<file path="config.mk">
export PLATFORM = sky130hd
export DESIGN_NAME = io_port_unit
export DESIGN_NICKNAME = d
export VERILOG_FILES = /design/src/rtl/io_pkg.sv /design/src/rtl/io_rx_fifo.sv /design/src/rtl/io_port_unit.sv
export SDC_FILE = /design/constraint.sdc
export NUM_CORES = 1
export LEC_CHECK = 0
export BUFFER_PORTS_ARGS = -buffer_cell sky130_fd_sc_hd__buf_2
export CAP_MARGIN = 0
export CORE_ASPECT_RATIO = 1.2
export CORE_MARGIN = 1.5
export CORE_UTILIZATION = 49
export DETAILED_ROUTE_END_ITERATION = 10
export PLACE_DENSITY = 0.74
export SKIP_CTS_REPAIR_TIMING = 1
export SYNTH_ARGS = -nofsm -noshare
export SYNTH_HDL_FRONTEND = slang
export SYNTH_HIERARCHICAL = 1
export SYNTH_SLANG_ARGS = --single-unit
</file>
<file path="constraint.sdc">
create_clock -name clock -period 2.55 [get_ports clock]
set_clock_uncertainty 0.2 [all_clocks]
set_input_delay 0.255 -clock clock [delete_from_list [all_inputs] [get_ports clock]]
set_output_delay 0.255 -clock clock [all_outputs]
set_load 0.005 [all_outputs]
</file>
<file path="src/rtl/io_pkg.sv">
// Shared definitions for the terminal I/O unit.
//   IO_DATA_W        : character width
//   IO_FIFO_DEPTH    : default RX FIFO depth
//   tx_state_t       : output-side state machine encoding
package io_pkg;

  localparam int IO_DATA_W     = 8;
  localparam int IO_FIFO_DEPTH = 4;

  typedef enum logic {
    TX_IDLE = 1'b0,
    TX_BUSY = 1'b1
  } tx_state_t;

endpackage

</file>
<file path="src/rtl/io_rx_fifo.sv">
// Circular receive FIFO for incoming terminal characters.
// Ports:
//   clock, reset : system clock, synchronous active-high reset
//   push, din    : write request and character
//   pop          : consume the head entry
//   dout         : head entry, 0 when empty
//   count        : number of stored entries
//   full, empty  : occupancy flags derived from count
module io_rx_fifo
  import io_pkg::*;
#(
  parameter int DATA_W     = IO_DATA_W,
  parameter int FIFO_DEPTH = IO_FIFO_DEPTH
) (
  input  logic                          clock,
  input  logic                          reset,
  input  logic                          push,
  input  logic                          pop,
  input  logic [DATA_W-1:0]             din,
  output logic [DATA_W-1:0]             dout,
  output logic [$clog2(FIFO_DEPTH):0]   count,
  output logic                          full,
  output logic                          empty
);

  localparam int PTR_W = $clog2(FIFO_DEPTH);
  localparam int CNT_W = PTR_W + 1;

  logic [DATA_W-1:0] mem [FIFO_DEPTH];
  logic [PTR_W-1:0]  wr_ptr;
  logic [PTR_W-1:0]  rd_ptr;
  logic              do_push;
  logic              do_pop;

  assign full    = (count == CNT_W'(FIFO_DEPTH));
  assign empty   = (count == '0);
  // Requests against a full/empty FIFO are dropped here as a second guard.
  assign do_push = push & ~full;
  assign do_pop  = pop & ~empty;
  assign dout    = empty ? '0 : mem[rd_ptr];

  // Storage carries no reset; validity is tracked by count alone.
  always_ff @(posedge clock) begin
    if (do_push) mem[wr_ptr] <= din;
  end

  // Pointers wrap naturally because FIFO_DEPTH is a power of two.
  always_ff @(posedge clock) begin
    if (reset) begin
      wr_ptr <= '0;
      rd_ptr <= '0;
      count  <= '0;
    end else begin
      if (do_push) wr_ptr <= wr_ptr + 1'b1;
      if (do_pop)  rd_ptr <= rd_ptr + 1'b1;
      case ({do_push, do_pop})
        2'b10:   count <= count + 1'b1;
        2'b01:   count <= count - 1'b1;
        default: count <= count;
      endcase
    end
  end

endmodule

</file>
<file path="src/rtl/io_port_unit.sv">
// Terminal I/O responder serving INP, OUT, SKI, SKO and the interrupt check.
// Ports:
//   clock, reset         : system clock, synchronous active-high reset
//   AC_low, OUTR_load    : OUT source character and load pulse
//   INP_ack              : INP pulse, consumes INPR
//   IEN_out              : interrupt enable from the CPU
//   INPR, FGI            : RX head character and input flag
//   FGO, tx_overrun      : output-free flag and sticky overrun flag
//   irq                  : IEN_out & (FGI | FGO)
//   rx_data/valid/ready  : terminal-side input stream
//   tx_data/valid/ready  : terminal-side output stream
module io_port_unit
  import io_pkg::*;
#(
  parameter int DATA_W     = IO_DATA_W,
  parameter int FIFO_DEPTH = IO_FIFO_DEPTH
) (
  input  logic              clock,
  input  logic              reset,
  input  logic [DATA_W-1:0] AC_low,
  input  logic              OUTR_load,
  input  logic              INP_ack,
  input  logic              IEN_out,
  output logic [DATA_W-1:0] INPR,
  output logic              FGI,
  output logic              FGO,
  output logic              irq,
  output logic              tx_overrun,
  input  logic [DATA_W-1:0] rx_data,
  input  logic              rx_valid,
  output logic              rx_ready,
  output logic [DATA_W-1:0] tx_data,
  output logic              tx_valid,
  input  logic              tx_ready
);

  localparam int CNT_W = $clog2(FIFO_DEPTH) + 1;

  logic [CNT_W-1:0] rx_count;
  logic             rx_full;
  logic             rx_empty;
  logic             rx_push;
  logic             rx_pop;
  tx_state_t        tx_state;
  logic [DATA_W-1:0] outr;

  // rx_ready depends only on the registered count, never on INP_ack.
  assign rx_ready = (rx_count != CNT_W'(FIFO_DEPTH));
  assign rx_push  = rx_valid & ~rx_full;
  assign FGI      = ~rx_empty;
  assign rx_pop   = INP_ack & FGI;
  assign irq      = IEN_out & (FGI | FGO);
  assign tx_data  = outr;

  io_rx_fifo #(
    .DATA_W     (DATA_W),
    .FIFO_DEPTH (FIFO_DEPTH)
  ) u_rx_fifo (
    .clock (clock),
    .reset (reset),
    .push  (rx_push),
    .pop   (rx_pop),
    .din   (rx_data),
    .dout  (INPR),
    .count (rx_count),
    .full  (rx_full),
    .empty (rx_empty)
  );

  // FGO and tx_valid are registered alongside the state so they never glitch.
  always_ff @(posedge clock) begin
    if (reset) begin
      tx_state   <= TX_IDLE;
      outr       <= '0;
      FGO        <= 1'b1;
      tx_valid   <= 1'b0;
      tx_overrun <= 1'b0;
    end else begin
      case (tx_state)
        TX_IDLE: begin
          if (OUTR_load) begin
            outr     <= AC_low;
            tx_state <= TX_BUSY;
            FGO      <= 1'b0;
            tx_valid <= 1'b1;
          end
        end
        TX_BUSY: begin
          // A load here is lost even in the accept cycle, since FGO is still 0.
          if (OUTR_load) tx_overrun <= 1'b1;
          if (tx_ready) begin
            tx_state <= TX_IDLE;
            FGO      <= 1'b1;
            tx_valid <= 1'b0;
          end
        end
        default: begin
          tx_state <= TX_IDLE;
          FGO      <= 1'b1;
          tx_valid <= 1'b0;
        end
      endcase
    end
  end

endmodule

</file>
Word level (Yosys, flattened, before mapping)
Memory sizes are Yosys's and may differ from the RTL's. A register that Yosys moved wholly into a read port is not among the register bits.
Index checks and enable logic that the tools add are counted.
{ "word_totals": {"elab_cells": 48, "out_inout_bits": 22, "register_bits": 19, "n_memories": 1, "inputBits": 23, "ramBits": 32} }
{ "classes": {"n_eq_ne": 6, "n_reduce_logical": 5, "bitwise_logic": 9, "n_mux": 15, "n_addsub": 4} }
{ "mem_list": {"columns": ["memory", "words", "width", "rd", "rd_clocked_by_memory_dff", "wr", "line", "text"], "rows": [
  ["u_rx_fifo.mem", 4, 8, 1, 1, 1, "io_rx_fifo.sv:29", "logic [DATA_W-1:0] mem [FIFO_DEPTH];"]
]} }
{ "ops": {"columns": ["cell", "count"], "rows": [
  ["$mux W1", 8],
  ["$mux W8", 1],
  ["$pmux W1 S2", 3],
  ["$pmux W3 S2", 1],
  ["$reduce_and A2 Y1", 3],
  ["$and A1 B1 Y1", 5],
  ["$add A2 B1 Y2 const B", 2],
  ["$mux W2", 2],
  ["$ne A2 B2 Y1 const B", 2],
  ["$add A3 B1 Y3 const B", 1],
  ["$eq A3 B3 Y1 const B", 1],
  ["$logic_not A3 Y1", 1],
  ["$ne A3 B3 Y1 const B", 1],
  ["$not A1 Y1", 3],
  ["$sub A3 B1 Y3 const B", 1],
  ["$eq A2 B1 Y1 const B", 1],
  ["$eq A2 B2 Y1 const B", 1],
  ["$reduce_bool A2 Y1", 1],
  ["$or A1 B1 Y1", 1]
]} }

Longest topological paths before layout
{ "depth": {"ltp_word": 6, "ltp_mapped": 11, "ltp_nobuf": 11} }

By module
Netlist, hierarchy kept.
{ "modules_own_cells": {"columns": ["mod", "seq_area_each_um2", "area_per_inst_um2", "cells_per_inst", "instances"], "rows": [
  ["io_rx_fifo", 1141.1, 1759.2, 105, 1],
  ["io_port_unit", 240.2, 533.0, 56, 1]
]} }

Worst setup path after synthesis
No wires, ideal clock.
{ "synth_path": {"path_kind": "reg-to-reg", "start": "reg u_rx_fifo.count[0]", "end": "reg u_rx_fifo.count[2]", "slack_ns": 0.175, "required_time_ns": 2.280, "arrival_time_ns": 2.105, "period_less_slack_ns": 2.375, "path_buffers": 1, "stages_incl_launch_ff": 12, "setup_time_ns": 0.070, "cell_sequence": "dfxtp_1 -> nor3_2 -> buf_6 -> nor2b_1 -> o31ai_1 -> inv_1 -> ha_1 -> inv_1 -> fa_1 -> xor2_1 -> or3_1 -> a21oi_1"} }
{ "synth_via": {"elab_chain_len": 6, "elab_cells_between_ends": 14, "classes_between": "add/sub (2); eq/ne (3); mux (1); bitwise (6); reduce/logical (2)"} }
{ "synth_lines": {"columns": ["element", "line", "text"], "rows": [
  ["start, declared", "io_rx_fifo.sv:21", "output logic [$clog2(FIFO_DEPTH):0] count,"],
  ["start signal, assigned", "io_rx_fifo.sv:57", "2'b10: count <= count + 1'b1;"],
  ["start signal, assigned", "io_rx_fifo.sv:58", "2'b01: count <= count - 1'b1;"],
  ["start signal, assigned", "io_rx_fifo.sv:59", "default: count <= count;"],
  ["$logic_not A3 Y1 *", "io_rx_fifo.sv:36", "assign empty = (count == '0);"],
  ["named net rx_empty", "io_port_unit.sv:41", "logic rx_empty;"],
  ["$not A1 Y1 *", "io_port_unit.sv:50", "assign FGI = ~rx_empty;"],
  ["$and A1 B1 Y1 *", "io_port_unit.sv:51", "assign rx_pop = INP_ack & FGI;"],
  ["named net rx_pop", "io_port_unit.sv:43", "logic rx_pop;"],
  ["$and A1 B1 Y1 *", "io_rx_fifo.sv:39", "assign do_pop = pop & ~empty;"],
  ["named net u_rx_fifo.do_pop", "io_rx_fifo.sv:33", "logic do_pop;"],
  ["$eq A2 B1 Y1 / $eq A2 B2 Y1 (equally long branches)", "io_rx_fifo.sv:56", "case ({do_push, do_pop})"],
  ["$pmux W3 S2 / $reduce_bool A2 Y1 (equally long branches)", null, null]
]} }
Mark *: on every way through the listed nets, which the timed path passes. The rest lies on a longest branch.
A chain may end at the register's enable or synchronous reset.

Worst setup path after layout
{ "layout_path": {"start": "reg u_rx_fifo.count[1]", "end": "reg u_rx_fifo.count[2]"} }
{ "layout_via": {"elab_chain_len": 6, "elab_cells_between_ends": 14, "classes_between": "add/sub (2); eq/ne (3); mux (1); bitwise (6); reduce/logical (2)"} }
{ "layout_lines": {"columns": ["element", "line", "text"], "rows": [
  ["$eq A3 B3 Y1 *", "io_rx_fifo.sv:35", "assign full = (count == CNT_W'(FIFO_DEPTH));"],
  ["named net rx_full", "io_port_unit.sv:40", "logic rx_full;"],
  ["$not A1 Y1 *", "io_port_unit.sv:49", "assign rx_push = rx_valid & ~rx_full;"],
  ["$and A1 B1 Y1 *", "io_port_unit.sv:49", null],
  ["named net rx_push", "io_port_unit.sv:42", "logic rx_push;"],
  ["$and A1 B1 Y1 *", "io_rx_fifo.sv:38", "assign do_push = push & ~full;"],
  ["$eq A2 B1 Y1 / $eq A2 B2 Y1 (equally long branches)", "io_rx_fifo.sv:56", null],
  ["$pmux W3 S2 / $reduce_bool A2 Y1 (equally long branches)", null, null]
]} }
Marked as above.

==> results.json <==
{
  "hold_viol_final": 0,
  "clockBufferDepth": 2,
  "async_flop_share": 0,
  "synth-seq-area-share": 0.6026,
  "gr-total-overflow": 0,
  "grt_pass1_wl_um": 6313,
  "outcome": "complete, no violations",
  "vias": 1386,
  "post-place-ws_ns": 0.05957,
  "p_total_mw": 2.346,
  "fin_util": 0.6117,
  "cts_tree": "done",
  "syn_inst": 161,
  "crit_path_end_kind": "register",
  "powerDensity_nw_per_um2": 847.3,
  "cp.required_ns": 2.58,
  "post-route-period-util": 0.9463,
  "cts.sinks": 53,
  "worstSetupPathType": "reg -> reg",
  "synth.most_common_cell": "edfxtp_1",
  "synthTopCellsByArea": "edfxtp_1 (42%), dfxtp_1 (18%), mux4_2 (7.9%)",
  "routedWlPerCell_um": 13.82,
  "syn_avg_cell_area_sq_um": 14.24,
  "grt_max_degree": 30,
  "io_buffers": 44,
  "fp.dieH_um": 77.93,
  "max_stage_delay_ns": 0.37,
  "dpl.hpwl_um": 2622,
  "min_period_ns": 2.413,
  "grt_pass1_vias": 1394,
  "maxCapViolCount": 0,
  "clk_latency_ns": 0.29,
  "cp_max_fo": 6,
  "cts_max_level": 2,
  "slowest_stage": "dfxtp_2",
  "dr.pass1.iters": 4,
  "antenna_found_initial": 0,
  "coreArea_sq_um": 4527,
  "syn-num-nets": 190,
  "critPathBufInv": 3,
  "instances_no_fill": 274,
  "antenna_cells": 0,
  "vdd_drop_max_mv": 0.4331,
  "cp_data_arrival_time_ns": 2.44,
  "synth_warnings": 6,
  "routed_wl_um": 3787,
  "track_usage": 0.1650,
  "setup_ws_ns": 0.1369,
  "drt-initial-drc-count": 46,
  "rows": 27,
  "syn-cell-area_sq_um": 2292,
  "seq_area_sq_um": 1385,
  "nFillCells": 379,
  "synthTopCellsByCount": "edfxtp_1 (32), dfxtp_1 (21), nand2b_1 (10)",
  "multi_input_area_sq_um": 833.3,
  "netlist.top_cell.by_area": "edfxtp_1",
  "drive_gt1_frac": 0.3472,
  "crit_chain": "nor3b_4, nor2b_1, inv_1, nor2_1, inv_1, ha_1, inv_1, fa_1, xor2_1, or3_1, a21oi_1",
  "area_delta_synth_final_pct": 20.80,
  "synthFlopType": "edfxtp_1",
  "cellLeakagePower_nw": 1.085,
  "placedCellCount": 256,
  "ys_seq_elements": 53,
  "die_w_um": 65.44,
  "finalMaxSlewViolations": 0,
  "clk_pin_slew_worst_paths_ns": 0.09,
  "start_kind": "register",
  "min_path_type": "in -> reg",
  "finalSetupViolCount": 0,
  "synth_top_area_frac": 0.4192,
  "timing.slew.headroom": 0.5335,
  "via_per_inst": 5.058,
  "drc": 0,
  "globalplace.congestion": 0.6883,
  "worst_slew_pin_slew_ns": 0.6983,
  "cts_root_buf": "clkbuf_8",
  "nets": 244,
  "ys_types": 33,
  "die-area_sq_um": 5099,
  "cp_top_family": "simple AND/OR/NAND/NOR gates",
  "io_pins": 45,
  "numCtsBuffers": 5,
  "drtAntennaViolNets": 0,
  "synth_edf_count": 32,
  "start_util": 0.5064,
  "critPathMostFrequentCell": "inv_1",
  "clock.fmax_ghz": 0.4144
}
-- through the flow --
stage | TNS (ns) | hold slack (ns) | cell area [sq um]
6_report | 0 | 0.02492 | 2769
4_1_cts | 0 | -0.04727 | 2661
3_3_place_gp | 0 | 0.2495 | 2550
2_1_floorplan | 0 | 0.1539 | 2292
3_5_place_dp | 0 | 0.2518 | 2550
5_1_grt | -0.002104 | 0.02431 | 2769
-- registers in the layout, indices dropped and copies added, names as in the netlist, named ones only --
register / cells
tx_valid: 1
FGO: 1
u_rx_fifo/mem: 32
u_rx_fifo/wr_ptr: 2
u_rx_fifo/count: 3
u_rx_fifo/rd_ptr: 2
tx_overrun: 1
tx_state: 1
tx_data: 8
-- worst min-delay path, delay by kind of cell --
family                 cells  cell delay, ns
AND/OR/NAND/NOR            1            0.09
buffers and inverters      1            0.08
AO/OA/AOI/OAI              1            0.07
-- cell usage in the layout, fill, tap and decap left out, types with 2 or more instances in the layout --
cell / instances
buf_2: 44
edfxtp_1: 32
dfxtp_1: 18
nand2b_1: 10
nor2_1: 9
inv_1: 9
o21ai_1: 9
dlygate4sd3_1: 9
nand4bb_1: 8
mux4_2: 8
nor2b_4: 8
a21oi_1: 6
clkbuf_8: 5
ha_1: 5
and2_1: 4
nor2b_1: 3
buf_4: 3
xor2_1: 3
or3_1: 3
dfxtp_2: 3
nand2_1: 2
o21ai_0: 2
-- routing by layer --
layer	routed length, um	GRT usage
met4	48	0.05625
met3	186	0.04493
met2	2076	0.3010
met5	0	0
met1	1475	0.1808
-- worst paths after layout --
kind / startpoint / slack (ns) / to / cells after the start
setup reg to reg: u_rx_fifo/count[1] / 0.14 / u_rx_fifo/count[2] / 11
hold reg to reg: tx_data[6] / 0.27 / tx_data[6] / 2
hold / removal: AC_low[2] / 0.02 / tx_data[2] / 3
setup / recovery: u_rx_fifo/count[1] / 0.14 / u_rx_fifo/count[2] / 11
-- report_power, final --
group | switching (mW) | internal [mW] | leakage (nW) | total (mW)
clock | 0.253 | 0.295 | 0.0554 | 0.547
sequential | 0.0925 | 1.01 | 0.467 | 1.10
combinational | 0.335 | 0.359 | 0.562 | 0.694
total | 0.681 | 1.67 | 1.08 | 2.35
-- cells by family after synthesis --
group / count (synthesis) / share of synthesized area
buffers and inverters: 18 / 0.03930
AO/OA/AOI/OAI: 23 / 0.05787
AND/OR/NAND/NOR: 49 / 0.1698
multiplexers: 9 / 0.08297
XOR/XNOR: 3 / 0.01146
flip-flops: 53 / 0.6026
adder cells (fa/ha/maj): 6 / 0.03603
-- final cells by class --
type                            count  area share
Inverter                            9     0.01220
Tap cell                           58     0.02621
Clock inverter                      2     0.01401
Sequential cell                    53      0.5002
Clock buffer                        6     0.02621
Timing Repair Buffer               56      0.1202
Multi-Input combinational cell     90      0.3009
Power figures use the tool's default switching activity.
